File: src/rtl/device_bus_arbiter.sv
// Two-master round-robin arbiter and address decoder for the shared 16-bit device bus.
// Each grant takes IDLE->ADDR->DATA (ack 2 cycles after req is seen); a losing master waits with req held.
module device_bus_arbiter #(
  parameter int         NUM_DEVICES  = 16,
  parameter logic [3:0] CONTROL_PAGE = 4'h0
) (
  input  logic                      cpu_clock,
  input  logic                      reset,
  input  logic                      m0_req,
  input  logic                      m0_write,
  input  logic [15:0]               m0_address,
  input  logic [15:0]               m0_wdata,
  output logic                      m0_ack,
  output logic [15:0]               m0_rdata,
  input  logic                      m1_req,
  input  logic                      m1_write,
  input  logic [15:0]               m1_address,
  input  logic [15:0]               m1_wdata,
  output logic                      m1_ack,
  output logic [15:0]               m1_rdata,
  output logic                      device_write_en,
  output logic [15:0]               device_address,
  output logic [15:0]               device_data_out,
  output logic [NUM_DEVICES-1:0]    device_sel,
  input  logic [NUM_DEVICES*16-1:0] device_rdata,
  output logic                      bus_error,
  output logic [1:0]                grant
);

  localparam logic [1:0] S_IDLE = 2'd0;
  localparam logic [1:0] S_ADDR = 2'd1;
  localparam logic [1:0] S_DATA = 2'd2;

  logic [1:0]  r_state;
  logic        r_owner;
  logic        r_last;
  logic        r_write;
  logic [15:0] r_addr;
  logic [15:0] r_wdata;

  logic                   w_pick;
  logic                   w_addr_ph;
  logic                   w_data_ph;
  logic                   w_busy;
  logic                   w_is_control;
  logic [3:0]             w_dev_id;
  logic                   w_valid;
  logic [15:0]            w_slot;
  logic [NUM_DEVICES-1:0] w_onehot;

  // r_owner/r_last: 0 = m0, 1 = m1; on a tie the master not served last wins
  always_comb begin
    w_pick = m1_req;
    if (m0_req && m1_req) w_pick = ~r_last;
  end

  always_ff @(posedge cpu_clock or posedge reset) begin
    if (reset) begin
      r_state <= S_IDLE;
      r_owner <= 1'b0;
      r_last  <= 1'b1;
      r_write <= 1'b0;
      r_addr  <= 16'h0000;
      r_wdata <= 16'h0000;
    end else begin
      case (r_state)
        S_IDLE: begin
          if (m0_req || m1_req) begin
            r_owner <= w_pick;
            r_write <= w_pick ? m1_write   : m0_write;
            r_addr  <= w_pick ? m1_address : m0_address;
            r_wdata <= w_pick ? m1_wdata   : m0_wdata;
            r_state <= S_ADDR;
          end
        end
        S_ADDR: r_state <= S_DATA;
        S_DATA: begin
          r_last  <= r_owner;
          r_state <= S_IDLE;
        end
        default: r_state <= S_IDLE;
      endcase
    end
  end

  assign w_is_control = (r_addr[15:12] == CONTROL_PAGE);
  assign w_dev_id     = w_is_control ? r_addr[7:4] : r_addr[15:12];
  assign w_valid      = ({28'd0, w_dev_id} < 32'(NUM_DEVICES));

  // Slots beyond NUM_DEVICES never match, so an invalid ID yields zero data and no select
  always_comb begin
    w_slot   = 16'h0000;
    w_onehot = '0;
    for (int i = 0; i < NUM_DEVICES; i++) begin
      if (w_dev_id == i[3:0]) begin
        w_slot      = device_rdata[i*16 +: 16];
        w_onehot[i] = 1'b1;
      end
    end
  end

  assign w_addr_ph = (r_state == S_ADDR);
  assign w_data_ph = (r_state == S_DATA);
  assign w_busy    = w_addr_ph | w_data_ph;

  assign device_address  = w_busy ? r_addr  : 16'h0000;
  assign device_data_out = w_busy ? r_wdata : 16'h0000;
  assign device_sel      = (w_busy && w_valid) ? w_onehot : '0;
  assign device_write_en = w_addr_ph & r_write & w_valid;
  assign grant           = w_busy ? (r_owner ? 2'b10 : 2'b01) : 2'b00;
  assign bus_error       = w_data_ph & ~w_valid;

  assign m0_ack   = w_data_ph & ~r_owner;
  assign m1_ack   = w_data_ph &  r_owner;
  assign m0_rdata = (m0_ack && !r_write) ? w_slot : 16'h0000;
  assign m1_rdata = (m1_ack && !r_write) ? w_slot : 16'h0000;

endmodule
File: config.mk
export PLATFORM = sky130hd
export DESIGN_NAME = device_bus_arbiter
export DESIGN_NICKNAME = d
export VERILOG_FILES = /design/src/rtl/device_bus_arbiter.sv
export SDC_FILE = /design/constraint.sdc
export NUM_CORES = 1
export LEC_CHECK = 0
export BUFFER_PORTS_ARGS = -buffer_cell sky130_fd_sc_hd__buf_2
export CORE_AREA = 2 2 162 164
export DETAILED_ROUTE_END_ITERATION = 7
export DIE_AREA = 0 0 164 166
export GPL_TIMING_DRIVEN = 0
export PLACE_DENSITY_LB_ADDON = 0.08
export RECOVER_POWER = 100
export SETUP_SLACK_MARGIN = 0.2
export SKIP_CTS_REPAIR_TIMING = 1
export SLEW_MARGIN = 25
export SYNTH_ARGS = -nofsm -noshare
export SYNTH_HDL_FRONTEND = slang
export SYNTH_SLANG_ARGS = --single-unit
export TNS_END_PERCENT = 5
File: constraint.sdc
create_clock -name cpu_clock -period 2.7 [get_ports cpu_clock]
set_input_delay 0.54 -clock cpu_clock [delete_from_list [all_inputs] [get_ports cpu_clock]]
set_output_delay 0.54 -clock cpu_clock [all_outputs]
set_load 0.005 [all_outputs]
Word level (Yosys, flattened, before mapping):

Cells that the tools add are included.

* bitwise operators: 6
* equality and inequality tests: 18
* muxes and demuxes: 46
* reduce and logical (&&, ||, !) cells: 9

Operators by type and width (count)
* 16-bit two-way mux: 23
* 4-bit == test, second input constant: 8
* 1-bit two-way mux: 18
* 4-bit by 3-bit == test with 1-bit output, second input constant: 4
* 4-bit by 2-bit == test with 1-bit output, second input constant: 2
* 4-bit zero test: 2
* 2-bit two-way mux: 3
* 4-bit by 1-bit == test with 1-bit output, second input constant: 1
* 4-bit two-way mux: 1
* 2-bit one-hot mux with 2 select lines: 1
* 1-bit bitwise AND: 3
* 1-bit logical AND: 3
* 2-bit by 1-bit == test with 1-bit output, second input constant: 1
* 2-bit == test, second input constant: 1
* 2-bit zero test: 1
* 2-bit != test, second input constant: 1
* 1-bit NOT: 2
* 2-bit AND reduction: 1
* 1-bit zero test: 1
* 1-bit logical OR: 1
* 1-bit bitwise OR: 1

* output and inout port bits: 86
* logic and storage cells: 85
* register bits after elaboration: 37
* input port bits: 326

Longest topological paths before layout:

* depth in word-level cells: 20
* gate-level depth with buffers: 10
* depth with buffers taken out: 6

Worst setup path before layout:

OpenSTA, ideal clock, no wires.

* path type: flip-flop to output port
* start: register r_addr[12]
* end: output m1_rdata[14]
* required time: 2.160 ns
* slack: 0.133 ns
* path buffers: 1
* arrival: 2.027 ns
* cell stages (with the launch flop): 8
* cell sequence: dfrtp_1 or4_4 buf_6 or3_1 a41oi_1 a221o_1 o221ai_1 and2_1

* cells in the longest elaborated chain, start to end: 20
* elaborated cells between the ends (all ways): 35
* those cells by class: 15 x eq/ne; 18 x mux; 2 x reduce/logical

RTL lines
* start, declared: RTL line 38 `logic [15:0] r_addr;`
* start signal, assigned: RTL line 71 `r_addr <= w_pick ? m1_address : m0_address;`
* 4-bit zero test: RTL line 86 `assign w_is_control = (r_addr[15:12] == CONTROL_PAGE);`
* 4-bit two-way mux (*): RTL line 87 `assign w_dev_id = w_is_control ? r_addr[7:4] : r_addr[15:12];`
* 4-bit zero test: RTL line 95 `if (w_dev_id == i[3:0]) begin`
* 16-bit two-way mux (15 in series): RTL line 95
* 16-bit two-way mux (*): RTL line 95
* 16-bit two-way mux (*): RTL line 116 `assign m1_rdata = (m1_ack && !r_write) ? w_slot : 16'h0000;`
* end, declared: RTL line 20 `output logic [15:0] m1_rdata,`

Mark *: on every way between the ends. The rest lies on a longest branch, timed or not.

Final worst setup path:

* start: register r_addr[12]
* end: output m1_rdata[8]

Same word-level chain as after synthesis.

==> summary.txt <==
Clock network
  • Root Driver: clkbuf_16
  • Clk slew on worst S/H paths: 0.06 ns
  • CTS tree: yes
  • Clock Path Buffers: 2
  • CTS Buf Count: 5
  • Worst skew pair latency: 0.28 ns
  • Max H-tree Level: 2
  • # clock sinks: 37

Route
  • Metal3 WL: 3540 µm
  • Routed len/inst: 24.5 µm
  • Routed length on met2: 19600 µm
  • Drt via density: 5.51
  • DR iter-0 viols: 848
  • Final wirelength: 40400 µm
  • Met1 wire length: 16000 µm
  • Top Layer Used: met5
  • Via count: 9081
  • Drt first pass iters: 6
  • Post-route ant nets: 0
  • Post-route DRC: 0

Run
  • Max cap viols: 1

Pwr
  • Pleak: 0.00468 µW
  • Peak VDD IR: 0.436 mV
  • Pwr dens: 1220 nW/µm²
  • Power consumption: 12000 µW

Layout
  • Final core occ: 38.4%
  • Nets: 1637
  • Synthesis-to-layout area growth: 60.8%
  • Share of post-route cells with drive strength above 1: 50.2%
  • FILL cells: 2815

Setup path
  • R2R depth: 5
  • Most Frequent Cell on Critical Path: buf_4
  • WS Path Type: flip-flop to primary output
  • Crit path buffers/inverters: 4
  • Worst r2r dst: r_addr[4]$_DFFE_PP0P_
  • End of the critical path: m1_rdata[8]
  • Worst Path Max Fanout: 10
  • Flop-to-flop setup slack: 0.59 ns
  • Worst EP required: 2.16 ns
  • Crit path DAT: 2.82 ns
  • Worst setup SP type: flip-flop
  • RR Startpoint: r_last$_DFFE_PP1N_
  • Crit path from: r_addr[12]$_DFFE_PP0P_
  • Slowest Stage Delay on Critical Path: 0.59 ns
  • Slowest cell on the critical path: or4_4
  • Family with the most delay on the worst path: buffers and inverters
  • CP Depth: 9
  • Crit-path cells: or4_4, buf_8, o22a_2, buf_4, buf_4, o22ai_2, nand2_1, o21ai_2, buf_2
  • Worst Setup End Kind: primary output

Synthesis
  • Top cell type by total area after synthesis: dfrtp_1
  • Count leader, synth: nand2_1
  • Post-Syn Area: 6120 µm²
  • Number of enable flip-flop cells after synthesis: 0
  • Largest family of logic cells by synthesized area: compound AO/OA/AOI/OAI gates
  • Compound-gate portion of the synthesized area: 42.6%
  • Sequential-to-total area share from yosys stat: 15.1%
  • #FFs+latches synth: 37
  • Area share of the largest cell type after synthesis: 14.7%
  • Post-synthesis mux area share: 8.46%
  • Synth Area per Inst: 7.13 µm²
  • Most instantiated cells after synthesis: 103 x nand2_1, 78 x o21ai_0, 60 x clkbuf_1, 41 x o21ai_1, 38 x and2_1
  • Synth Area in Simple Gates: 23.6%
  • Syn Nets: 1189
  • Synth Warn #: 0
  • Post-Synth XOR/XNOR Area: 0.143%
  • Top post-synthesis cells by area: dfrtp_1 15%, o21ai_0 6.4%, nand2_1 6.3%
  • Unique masters post-synth: 66
  • Most used DFF post-synth: dfrtp_1
  • Post-Synthesis Cells: 859
  • Synth Area in Adders: 0.818%
  • Post-synth ARST share: 100%

Die
  • Core area: 25600 µm²
  • I/O pin count: 412
  • Die width: 164 µm
  • Initial Util: 23.9%
  • Rows: 59
  • Die Y: 166 µm
  • Die area: 27200 µm²

STA
  • Rel. slew slack: -2.70%
  • Worst Max-Slew Pin Slew: 1.54 ns
  • Fin worst setup slack: -0.655 ns
  • Final setup fails: 41
  • Tcrit/Tclk final: 124%
  • Setup Skew: 0.00268 ns
  • Setup_tns: -20.38 ns
  • Fin Hold WS: 0.258 ns
  • Max Freq: 298 MHz
  • Final Hold Fails: 0
  • Final min period: 3.36 ns
  • Max-slew violations: 27
  • Unrepaired setup endpoints after global routing: true

Worst hold path
  • Worst Hold Class: primary input to async pin

Placement
  • Final Wtd Congestion: 0.940
  • Final HPWL DP: 33300 µm
  • Number of port buffers: 410

GRT
  • Grt ovf: 0
  • Largest net degree at the start of global routing: 27
  • Vias in the first global route: 8626
  • First-pass GRT wire length: 56100 µm
  • Initial antenna violation count: 9
  • Total GRT Usage: 27.7%

Run status
  • Status: finished, violations left
  • Failing checks: max-capacitance violations, max-slew violations, negative setup slack
==> cell families (layout without fill, tap and decap cells) <==
logic type,Yosys count,count (layout)
AO/OA/AOI/OAI,365,365
XOR/XNOR,1,1
adder cells (fa/ha/maj),4,4
buffers and inverters,127,575
flip-flops,37,37
multiplexers,50,50
other,1,8
AND/OR/NAND/NOR,274,274
==> power breakdown <==
part,leakage [µW],switching [µW],internal (µW)
sequential,0.000447,247,842
combinational,0.00416,6140,4190
clock,0.0000700,223,363
==> final cells by class <==
| type | count | area, µm² | share of cell area (%) |
|---|---|---|---|
| multi-input combinational | 695 | 5160 | 52.4 |
| timing repair buffer | 441 | 2340 | 23.8 |
| sequential | 37 | 933 | 9.48 |
| buffer | 103 | 733 | 7.45 |
| tap | 335 | 419 | 4.26 |
| clock buffer | 7 | 143 | 1.45 |
| inverter | 24 | 93.8 | 0.953 |
| antenna | 7 | 17.5 | 0.178 |
==> placed cells by master, fill, tap and decap left out, types with 7 or more instances in the layout <==
cell type,instances
and2_1,38
nand2b_1,14
nand2_1,101
a21oi_1,11
o21ai_0,73
a211oi_1,14
o21ai_1,31
a32oi_1,15
dfrtp_1,31
buf_4,34
o21ai_2,14
mux2i_1,36
or3b_2,14
a222oi_1,16
buf_2,416
diode_2,7
o22ai_2,8
inv_1,21
clkbuf_2,13
o21ba_2,13
o22ai_1,22
mux2_2,14
nor3_1,14
a211o_1,28
buf_6,18
nand3_1,32
clkbuf_16,7
a21oi_2,12
nor2_1,16
a221o_1,16
and3_1,17
clkbuf_1,36
a221oi_1,21
clkbuf_4,15
a221oi_2,8
o32ai_2,14
==> routing by layer <==
metal  global-route usage (%)  vias up
met1                     34.6     4293
li1                         -     4230
met2                     47.8      494
met4                     7.78        6
met5                        0        -
met3                     5.59       58
==> state kept, by name, summed over array words and instances (netlist names) <==
name     count
r_wdata     16
r_last       1
r_addr      16
r_state      2
r_owner      1
r_write      1
==> worst min-delay path by stage <==
| stage | startpoint | depth (start not counted) | slack (ns) | end |
|---|---|---|---|---|
| 4_1_cts | reset | 2 | 0.20 | r_wdata[2]$_DFFE_PP0P_ |
| 6_report | reset | 2 | 0.26 | r_wdata[3]$_DFFE_PP0P_ |
| 2_1_floorplan | r_addr[10]$_DFFE_PP0P_ | 2 | 0.44 | r_addr[10]$_DFFE_PP0P_ |
| 5_1_grt | reset | 2 | 0.29 | r_wdata[2]$_DFFE_PP0P_ |
| 3_5_place_dp | r_wdata[4]$_DFFE_PP0P_ | 2 | 0.46 | r_wdata[4]$_DFFE_PP0P_ |
| 3_3_place_gp | r_wdata[5]$_DFFE_PP0P_ | 2 | 0.45 | r_wdata[5]$_DFFE_PP0P_ |
==> per-stage QoR <==
step	setup slack, ns	cells	cell area, µm²
finish	-0.655	1649	9840
floorplan	0.158	859	6170
CTS	-1.52	1612	8810
global placement	-1.20	1604	8640
detailed placement	-1.21	1605	8660
global route	-0.770	1644	9830
No activity file was read; power rests on OpenSTA's default activity.
